--- config.mk ---
export PLATFORM = sky130hd
export DESIGN_NAME = clock_switch_ctrl
export DESIGN_NICKNAME = d
export VERILOG_FILES = /design/src/rtl/clock_switch_ctrl.sv
export SDC_FILE = /design/constraint.sdc
export NUM_CORES = 1
export LEC_CHECK = 0
export BUFFER_PORTS_ARGS = -buffer_cell sky130_fd_sc_hd__buf_2
export CAP_MARGIN = 20
export CORE_ASPECT_RATIO = 0.75
export CORE_MARGIN = 1.5
export CORE_UTILIZATION = 60
export CTS_BUF_LIST = sky130_fd_sc_hd__clkbuf_4
export CTS_CLUSTER_SIZE = 25
export DETAILED_ROUTE_END_ITERATION = 12
export PLACE_DENSITY = 0.76
export SLEW_MARGIN = 20
export SYNTH_ARGS = -nofsm -noshare
export SYNTH_HDL_FRONTEND = slang
export SYNTH_SLANG_ARGS = --single-unit
--- constraint.sdc ---
create_clock -name clk -period 2.25 [get_ports clk]
set_input_delay 0.225 -clock clk [delete_from_list [all_inputs] [get_ports clk]]
set_output_delay 0.225 -clock clk [all_outputs]
set_load 0.1 [all_outputs]
--- src/rtl/clock_switch_ctrl.sv ---
`timescale 1ns/1ps
// Handshake controller for a glitch-free clock mux: DROP old source, RISE new, SETTLE, commit.
// Build macro CLKSW_TIMEOUT_EN adds a per-phase handshake timeout with an err pulse.
module clock_switch_ctrl #(
    parameter int SYNC_STAGES = 2,
    parameter int SETTLE_CYC  = 16,
    parameter int TIMEOUT_CYC = 1023
) (
    input  logic clk,
    input  logic rst,
    input  logic req_valid,
    input  logic req_sel,
    output logic req_ready,
    input  logic a_active,
    input  logic b_active,
    output logic sel_clkb,
    output logic cur_sel,
    output logic busy,
    output logic done,
    output logic err
);
    typedef enum logic [2:0] {IDLE, DROP, RISE, SETTLE, FIN} state_t;

    localparam logic [9:0] SETTLE_LOAD = 10'(SETTLE_CYC - 1);
    localparam logic [9:0] TO_LIM      = 10'(TIMEOUT_CYC);

    logic [SYNC_STAGES-1:0] a_sync_q, a_sync_d, b_sync_q, b_sync_d;
    logic                   a_s, b_s;
    state_t                 state_q, state_d;
    logic [9:0]             cnt_q, cnt_d, cnt_inc;
    logic                   sel_q, sel_d, cur_q, cur_d;
    logic                   done_q, done_d, err_q, err_d;
    logic                   old_active, new_active, timeout_hit;

    genvar gi;
    generate
        for (gi = 0; gi < SYNC_STAGES; gi++) begin : g_sync
            if (gi == 0) begin : g_head
                assign a_sync_d[gi] = a_active;
                assign b_sync_d[gi] = b_active;
            end else begin : g_tail
                assign a_sync_d[gi] = a_sync_q[gi-1];
                assign b_sync_d[gi] = b_sync_q[gi-1];
            end
        end
    endgenerate

    assign a_s        = a_sync_q[SYNC_STAGES-1];
    assign b_s        = b_sync_q[SYNC_STAGES-1];
    assign old_active = cur_q ? b_s : a_s;
    assign new_active = sel_q ? b_s : a_s;
    assign cnt_inc    = (cnt_q == 10'h3FF) ? cnt_q : cnt_q + 10'd1;

`ifdef CLKSW_TIMEOUT_EN
    assign timeout_hit = (cnt_q >= (TO_LIM - 10'd1));
`else
    logic unused_to_lim;
    assign timeout_hit   = 1'b0;
    assign unused_to_lim = ^TO_LIM;
`endif

    always_ff @(posedge clk) begin
        if (rst) begin
            a_sync_q <= '0;
            b_sync_q <= '0;
            state_q  <= IDLE;
            cnt_q    <= '0;
            sel_q    <= 1'b0;
            cur_q    <= 1'b0;
            done_q   <= 1'b0;
            err_q    <= 1'b0;
        end else begin
            a_sync_q <= a_sync_d;
            b_sync_q <= b_sync_d;
            state_q  <= state_d;
            cnt_q    <= cnt_d;
            sel_q    <= sel_d;
            cur_q    <= cur_d;
            done_q   <= done_d;
            err_q    <= err_d;
        end
    end

    always_comb begin
        state_d = state_q;
        cnt_d   = cnt_q;
        sel_d   = sel_q;
        cur_d   = cur_q;
        done_d  = 1'b0;
        err_d   = 1'b0;
        case (state_q)
            IDLE: begin
                if (req_valid) begin
                    if (req_sel == cur_q) begin
                        state_d = FIN;
                    end else begin
                        sel_d   = req_sel;
                        cnt_d   = '0;
                        state_d = DROP;
                    end
                end
            end
            DROP: begin
                // Overlap (both sources on) keeps old_active high, so we keep waiting.
                if (!old_active) begin
                    cnt_d   = '0;
                    state_d = RISE;
                end else if (timeout_hit) begin
                    sel_d   = cur_q;
                    err_d   = 1'b1;
                    state_d = IDLE;
                end else begin
                    cnt_d = cnt_inc;
                end
            end
            RISE: begin
                if (new_active) begin
                    cnt_d   = SETTLE_LOAD;
                    state_d = SETTLE;
                end else if (timeout_hit) begin
                    sel_d   = cur_q;
                    err_d   = 1'b1;
                    state_d = IDLE;
                end else begin
                    cnt_d = cnt_inc;
                end
            end
            SETTLE: begin
                if (cnt_q == 10'd0) begin
                    state_d = FIN;
                end else begin
                    cnt_d = cnt_q - 10'd1;
                end
            end
            FIN:     state_d = IDLE;
            default: state_d = IDLE;
        endcase
        // done and cur_sel are registered on entry to FIN so both are visible during FIN.
        if (state_d == FIN) begin
            done_d = 1'b1;
            cur_d  = sel_d;
        end
    end

    always_comb begin
        req_ready = (state_q == IDLE) && !rst;
        busy      = (state_q != IDLE);
    end

    assign sel_clkb = sel_q;
    assign cur_sel  = cur_q;
    assign done     = done_q;
    assign err      = err_q;

endmodule

### After elaboration in Yosys (flattened, before gate mapping)

Index checks and enable logic that the tools add are counted.

* flip-flop bits (word level): 20
* bits of input ports: 6
* output and inout bits: 6
* word-level logic and storage cells: 44

* add/subtract/negate cells: 2
* eq/ne operators: 9
* muxes and demuxes: 19
* reductions and logical operators: 7

Operators with widths (count)
* $mux 10: 6
* $pmux 10 s4: 1
* $mux 3: 5
* $pmux 3 s4: 1
* $add 10x1->10 const B: 1
* $eq 10x10->1 const B: 1
* $logic_not 10->1: 1
* $sub 10x1->10 const B: 1
* $eq 3x2->1 const B: 2
* $mux 1: 6
* $ne 2x2->1 const B: 3
* $reduce_and 4->1: 1
* $reduce_bool 4->1: 1
* $eq 3x1->1 const B: 1
* $eq 3x3->1 const B: 1
* $logic_not 3->1: 1
* $reduce_bool 3->1: 1
* $eq 1x1->1: 1
* $logic_and 1x1->1: 1
* $logic_not 1->1: 1

### Logic depth before layout (Yosys ltp)

Gate-level depths: netlist of the first run.

* depth after elaboration: 6
* depth in mapped cells: 8
* mapped depth without buffers: 7

### Worst setup path before layout of the first run

No wires, ideal clock.

* path type: reg-to-output
* from: register state_q[2]
* to: output port req_ready
* arrival time: 2.282 ns
* required time: 2.025 ns
* setup slack: -0.257 ns
* stages on the path, launching flop included: 4
* buffers on the path: 1
* cells stage by stage: dfxtp_1 -> buf_6 -> or3_4 -> nor2_1

* longest elaborated chain between the ends: 2

RTL lines
* start: declaration: line 29 `state_t state_q, state_d;`
* start signal: assignment: line 75 `state_q <= state_d;`
* $logic_not 3->1: line 146 `req_ready = (state_q == IDLE) && !rst;`
* $logic_and 1x1->1: line 146
* end: declaration: line 13 `output logic req_ready,`

Every way passes these cells.

### Worst setup path after layout of the first run

* from: register cnt_q[0]
* to: register cnt_q[4]

* longest elaborated chain between the ends: 4
* elaborated cells on any way between the ends: 11
* classes of those cells: add/sub (2); eq/ne (2); mux (5); reduce/logical (2)

RTL lines
* start: declaration: line 30 `logic [9:0] cnt_q, cnt_d, cnt_inc;`
* start signal: assignment: line 76 `cnt_q <= cnt_d;`
* $add 10x1->10 or $eq 10x10->1 (tied branches): line 52 `assign cnt_inc = (cnt_q == 10'h3FF) ? cnt_q : cnt_q + 10'd1;`
* $mux 10: line 52
* $mux 10 (on tied branches): line 117, 105
* $pmux 10 s4: line 91 `case (state_q)`

Parallel ways exist; a longest one is shown, timed or not. The select of a mux whose other input is x is not followed.
A chain may end at the register's enable or synchronous reset.

==> impl_metrics.json, run 1 <==
{
  "status": "finished clean",
  "synth_warnings": 0,
  "seq_area_frac_synth_pct": 26.67,
  "clock_sinks": 20,
  "drive_gt1_share_pct": 20.99,
  "via_per_inst": 6.335,
  "reg2reg_from": "cnt_q[0]",
  "critPathCapture": "cnt_q[4]",
  "hold_buffers": 0,
  "final_nets": 190,
  "fin_crit_sh_pct": 89.60,
  "drtPass1Iterations": 4,
  "cp-end-kind": "flop",
  "synth.cell_area_um2": 1501,
  "fin_area_um2": 1567,
  "cts-resized-gates": 0,
  "leakage_nw": 0.6117,
  "p_per_area_nw_per_um2": 575.4,
  "pin_count": 12,
  "r2r_cells": 7,
  "synthArstFlopShare_pct": 0,
  "ys_top_cells_by_area": "dfxtp_1 (27%), buf_6 (4.5%), nand2_1 (3.8%)",
  "die_height_um": 46.32,
  "drv_cap": 0,
  "cts_setup_buffers": 0,
  "start_kind": "flop",
  "ant_nets": 0,
  "synth_edf_count": 0,
  "ys_top_cells_by_count": "dfxtp_1 (20), nand2_1 (15), a21oi_1 (11)",
  "dp_hpwl_um": 2544,
  "swShare_pct": 32.76,
  "antenna_found_initial": 0,
  "diodes": 0,
  "yosysMostFrequentCell": "dfxtp_1",
  "drc": 0,
  "synth-main-ff-cell": "dfxtp_1",
  "dieArea_um2": 2814,
  "max_freq_mhz": 496.0,
  "wl_per_cell_um": 16.53,
  "ir_drop_uv": 441.9,
  "power.switching_uw": 295.3,
  "ys_types": 64,
  "insertion_delay_ns": 0.32,
  "die_x_um": 60.76,
  "dpl-instance-area_um2": 1514,
  "grt_pass1_wl_um": 5644,
  "synth_top_area_share_pct": 26.67,
  "port_buffers": 10,
  "synth.net_count": 185,
  "crit_start": "cnt_q[0]",
  "holdWs_ns": 0.1050,
  "internal_power_uw": 606.1,
  "clkTransAtPathRegs_ns": 0.13,
  "p_seq_share_pct": 42.6,
  "num_vias": 1362,
  "grt_use_total_pct": 27.77,
  "clockPowerShare_pct": 34.1,
  "r2r-end": "cnt_q[4]",
  "yosysTopAreaCell": "dfxtp_1",
  "grt_pass1_vias": 1177,
  "drt_iter0_markers": 106,
  "rsz0062_at_grt": "false",
  "holdCritPathClass": "in -> reg",
  "finalHoldViolCount": 0,
  "worst_path_max_delay_cell": "dfxtp_1",
  "tns_ns": 0,
  "finalSetupViolations": 0,
  "htreeDepth": 1,
  "root_buffer": "clkbuf_4",
  "rows": 15,
  "period_needed_ns": 2.016,
  "clockBufferDepth": 2,
  "worstSetupPathType": "reg -> reg",
  "grt-ovfl-total": 0,
  "slowest_delay_ns": 0.41,
  "required_ns": 2.48,
  "initial_utilization_pct": 64.52,
  "coreArea_um2": 2327,
  "syn2layout_area_growth_pct": 4.333,
  "place.gp.congestion": 0.9127,
  "combinationalPowerShare_pct": 23.2,
  "cp_max_fo": 12,
  "postSynthAreaPerCell_um2": 8.483,
  "skew_ns": 0.01083,
  "syn-instance-count": 177,
  "routed_wirelength_um": 3553,
  "hold_depth": 2,
  "cts_buffers": 3,
  "grt_max_degree": 17,
  "regToRegSetupSlack_ns": 0.23,
  "cts_tree": "yes",
  "ys_ff_latch": 20,
  "path_cells": "inv_1, ha_1, nor3b_4, and4b_4, a31oi_4, a31o_1, a22o_1",
  "cp.arrival_ns": 2.24,
  "maxSlewViolCount": 0
}
[worst max-delay path, delay by kind of cell, from the launching register on]
| kind | cells | cell delay, ns |
|---|---|---|
| compound gates | 3 | 0.63 |
| fa+ha+maj | 1 | 0.19 |
| buf+inv | 1 | 0.09 |
| flops | 1 | 0.41 |
| simple gates | 2 | 0.60 |
[power groups by stage]
stage / logic (mW) / clock network (mW) / registers, mW
after global placement: 0.203 / 0 / 0.391
after floorplan: 0.159 / 0 / 0.413
after detailed placement: 0.207 / 0 / 0.392
after global routing: 0.222 / 0.318 / 0.387
final: 0.210 / 0.308 / 0.384
after CTS: 0.208 / 0.307 / 0.384
[how the worst min path moves through the flow]
| stage | from | to | slack (ns) |
|---|---|---|---|
| after floorplan | rst | a_sync_q[1] | 0.30 |
| after global placement | b_sync_q[0] | b_sync_q[1] | 0.42 |
| after detailed placement | a_sync_q[0] | a_sync_q[1] | 0.43 |
| after CTS | a_active | a_sync_q[0] | 0.11 |
| after global routing | b_active | b_sync_q[0] | 0.1 |
| final | a_active | a_sync_q[0] | 0.11 |
[state kept, by name (all words and copies together), names as in the netlist]
name and flops:
cur_sel 1, cnt_q 10, a_sync_q 2, sel_clkb 1, state_q 3, done 1, b_sync_q 2
[area by class of cell]
type	instances	area, µm²
sequential	20	400.4
clock buffer	3	22.52
fill	210	760.7
timing repair buffer	12	65.06
clock inverter	1	30.03
multi-input combinational	138	979.7
inverter	7	26.28
tap	34	42.54
[per-layer routing]
| metal | up-vias | part of all wire [%] | GRT usage (%) | routed length (µm) |
|---|---|---|---|---|
| li1 | 659 | - | - | - |
| met5 | - | 0 | 0 | 0 |
| met2 | 53 | 44 | 43.87 | 1566 |
| met1 | 644 | 48 | 39.60 | 1712 |
| met3 | 6 | 6.5 | 5.056 | 230 |
| met4 | 0 | 1.2 | 5.652 | 43 |
[logic make-up (layout without fill, tap and decap cells)]
| logic type | count (synthesis) | in the layout | synth area share [%] |
|---|---|---|---|
| AO/OA/AOI/OAI | 55 | 55 | 28.08 |
| XOR/XNOR | 4 | 4 | 2.334 |
| adder cells (fa/ha/maj) | 2 | 2 | 1.666 |
| buffers and inverters | 19 | 23 | 8.250 |
| flip-flops | 20 | 20 | 26.67 |
| multiplexers | 5 | 5 | 3.750 |
| other | 1 | 1 | 0.2498 |
| AND/OR/NAND/NOR | 71 | 71 | 29.00 |
[cells in the final DEF, fill, tap and decap left out, types with 2 or more instances in the layout]
master	instances
a211oi_1	2
a21o_1	3
a21oi_1	11
a22o_1	3
a31o_1	2
a31oi_1	3
and3_1	2
buf_2	10
buf_4	2
clkbuf_4	3
dfxtp_1	20
ha_1	2
inv_1	7
mux2i_1	3
nand2_1	15
nand2b_1	4
nand3_1	5
nor2_1	9
nor2b_1	5
nor3_1	9
nor3b_2	2
o21a_1	3
o21ai_0	6
o21ai_1	2
o22ai_1	3
o31ai_1	2
o32ai_1	2
or3_1	2
xnor2_1	3
[per-stage QoR]
| step | util, % | worst slack, ns | cells | total power [mW] |
|---|---|---|---|---|
| after floorplan | - | 0.01956 | 177 | 0.5716 |
| after global placement | 65.05 | 0.3604 | 211 | 0.5938 |
| after detailed placement | 65.05 | 0.2777 | 211 | 0.5994 |
| after CTS | 67.31 | 0.2653 | 215 | 0.8993 |
| after global routing | 67.31 | 0.1451 | 215 | 0.9273 |
| final | 67.31 | 0.2340 | 215 | 0.9014 |
No activity file was read; power rests on OpenSTA's default activity.
==> inputs of run 2 (changes only) <==
- REMOVE_ABC_BUFFERS: unset -> 1
==> impl_metrics.json, run 2 (synthesized netlist as in run 1, its figures left out) <==
{
  "reg_top3": "cnt_q (10), state_q (3)",
  "worstSetupPathType": "reg -> reg",
  "root_buffer": "clkbuf_4",
  "dieArea_um2": 2814,
  "finalHoldViolCount": 0,
  "hold_buffers": 0,
  "period_needed_ns": 2.027,
  "wl_per_cell_um": 15.76,
  "holdCritPathClass": "in -> reg",
  "insertion_delay_ns": 0.31,
  "layout_commonest_cell": "dfxtp_1",
  "antenna_found_initial": 0,
  "clkTransAtPathRegs_ns": 0.11,
  "syn2layout_area_growth_pct": 4.167,
  "largest_reg_flops": 10,
  "grt_pass1_vias": 1195,
  "seq_area_um2": 400.4,
  "diodes": 0,
  "num_vias": 1399,
  "grt_use_total_pct": 27.47,
  "dp_hpwl_um": 2546,
  "pin_count": 12,
  "grt-ovfl-total": 0,
  "via_per_inst": 6.507,
  "grt_pass1_wl_um": 5540,
  "final_nets": 190,
  "leakage_nw": 0.6115,
  "cts_setup_buffers": 0,
  "drt_iter0_markers": 159,
  "drv_cap": 0,
  "ant_nets": 0,
  "layout_common_cells": "dfxtp_1 (20), nand2_1 (15), a21oi_1 (11), nor2_1 (10), buf_2 (10)",
  "holdWs_ns": 0.1110,
  "grt_max_degree": 17,
  "coreArea_um2": 2327,
  "multi_input_area_um2": 977.2,
  "clock_sinks": 20,
  "ir_drop_uv": 483.4,
  "cp_max_fo": 12,
  "fill_cells": 202,
  "routed_wirelength_um": 3389,
  "cp.arrival_ns": 2.24,
  "die_x_um": 60.76,
  "maxSlewViolCount": 0,
  "cts_tree": "yes",
  "cts_buffers": 3,
  "finalPower_uw": 888.2,
  "rows": 15,
  "initial_utilization_pct": 64.52,
  "max_freq_mhz": 493.4,
  "skew_ns": 0.003117,
  "finalSetupViolations": 0,
  "port_buffers": 10,
  "drive_gt1_share_pct": 20.44,
  "rsz0062_at_grt": "false",
  "fin_crit_sh_pct": 90.08,
  "cts-resized-gates": 0,
  "status": "finished clean",
  "place.gp.congestion": 0.9360,
  "clockBufferDepth": 2,
  "die_height_um": 46.32,
  "top_register": "cnt_q",
  "htreeDepth": 1,
  "start_kind": "flop",
  "drc": 0,
  "drtPass1Iterations": 5,
  "p_per_area_nw_per_um2": 567.9,
  "required_ns": 2.46,
  "cp-end-kind": "flop"
}
## run 2: per-layer routing
metal | up-vias | track usage, % | share of wire, %
met2 | 82 | 39.78 | 44
met5 | - | 0 | 0
met4 | 0 | 10.00 | 1.4
met3 | 12 | 6.742 | 9.5
met1 | 641 | 39.29 | 45
li1 | 664 | - | -
## run 2: path summary, 6_finish.rpt
kind / startpoint / endpoint / slack, ns / cells after the start
min reg2reg: a_sync_q[0] / a_sync_q[1] / 0.46 / 1
max reg2reg: cnt_q[0] / cnt_q[4] / 0.22 / 7
min: b_active / b_sync_q[0] / 0.11 / 2
max: cnt_q[0] / cnt_q[4] / 0.22 / 7
## run 2: critical path, cell delays in order (launching register included)
cell and delay [ns]:
dfxtp_1 0.40, inv_1 0.08, ha_1 0.20, nor3b_4 0.29
and4b_4 0.31, a31oi_4 0.18, a31o_1 0.23, a22o_1 0.23
## run 2: per-stage QoR
step	cell area [µm²]	utilization [%]	setup TNS [ns]	std cells	setup WS, ns
CTS	1564	67.20	0	215	0.2289
finish	1564	67.20	0	215	0.2232
floorplan	1404	-	-0.2390	165	-0.2390
detailed placement	1511	64.95	0	211	0.2657
global placement	1511	64.95	0	211	0.3630
global route	1564	67.20	0	215	0.1169
## run 2: power breakdown
group / switching [mW] / leakage [nW] / total (mW) / internal [mW]
Combinational: 0.147 / 0.421 / 0.208 / 0.0606
Sequential: 0.0186 / 0.163 / 0.384 / 0.366
Clock: 0.116 / 0.0279 / 0.296 / 0.180
## run 2: cell type report
type	instances	share of cell area, %
clock inverters	1	1.920
repair buffers	12	4.160
multi-input cells	138	62.48
well taps	34	2.720
flip-flops and latches	20	25.60
clock buffers	3	1.440
inverters	7	1.680
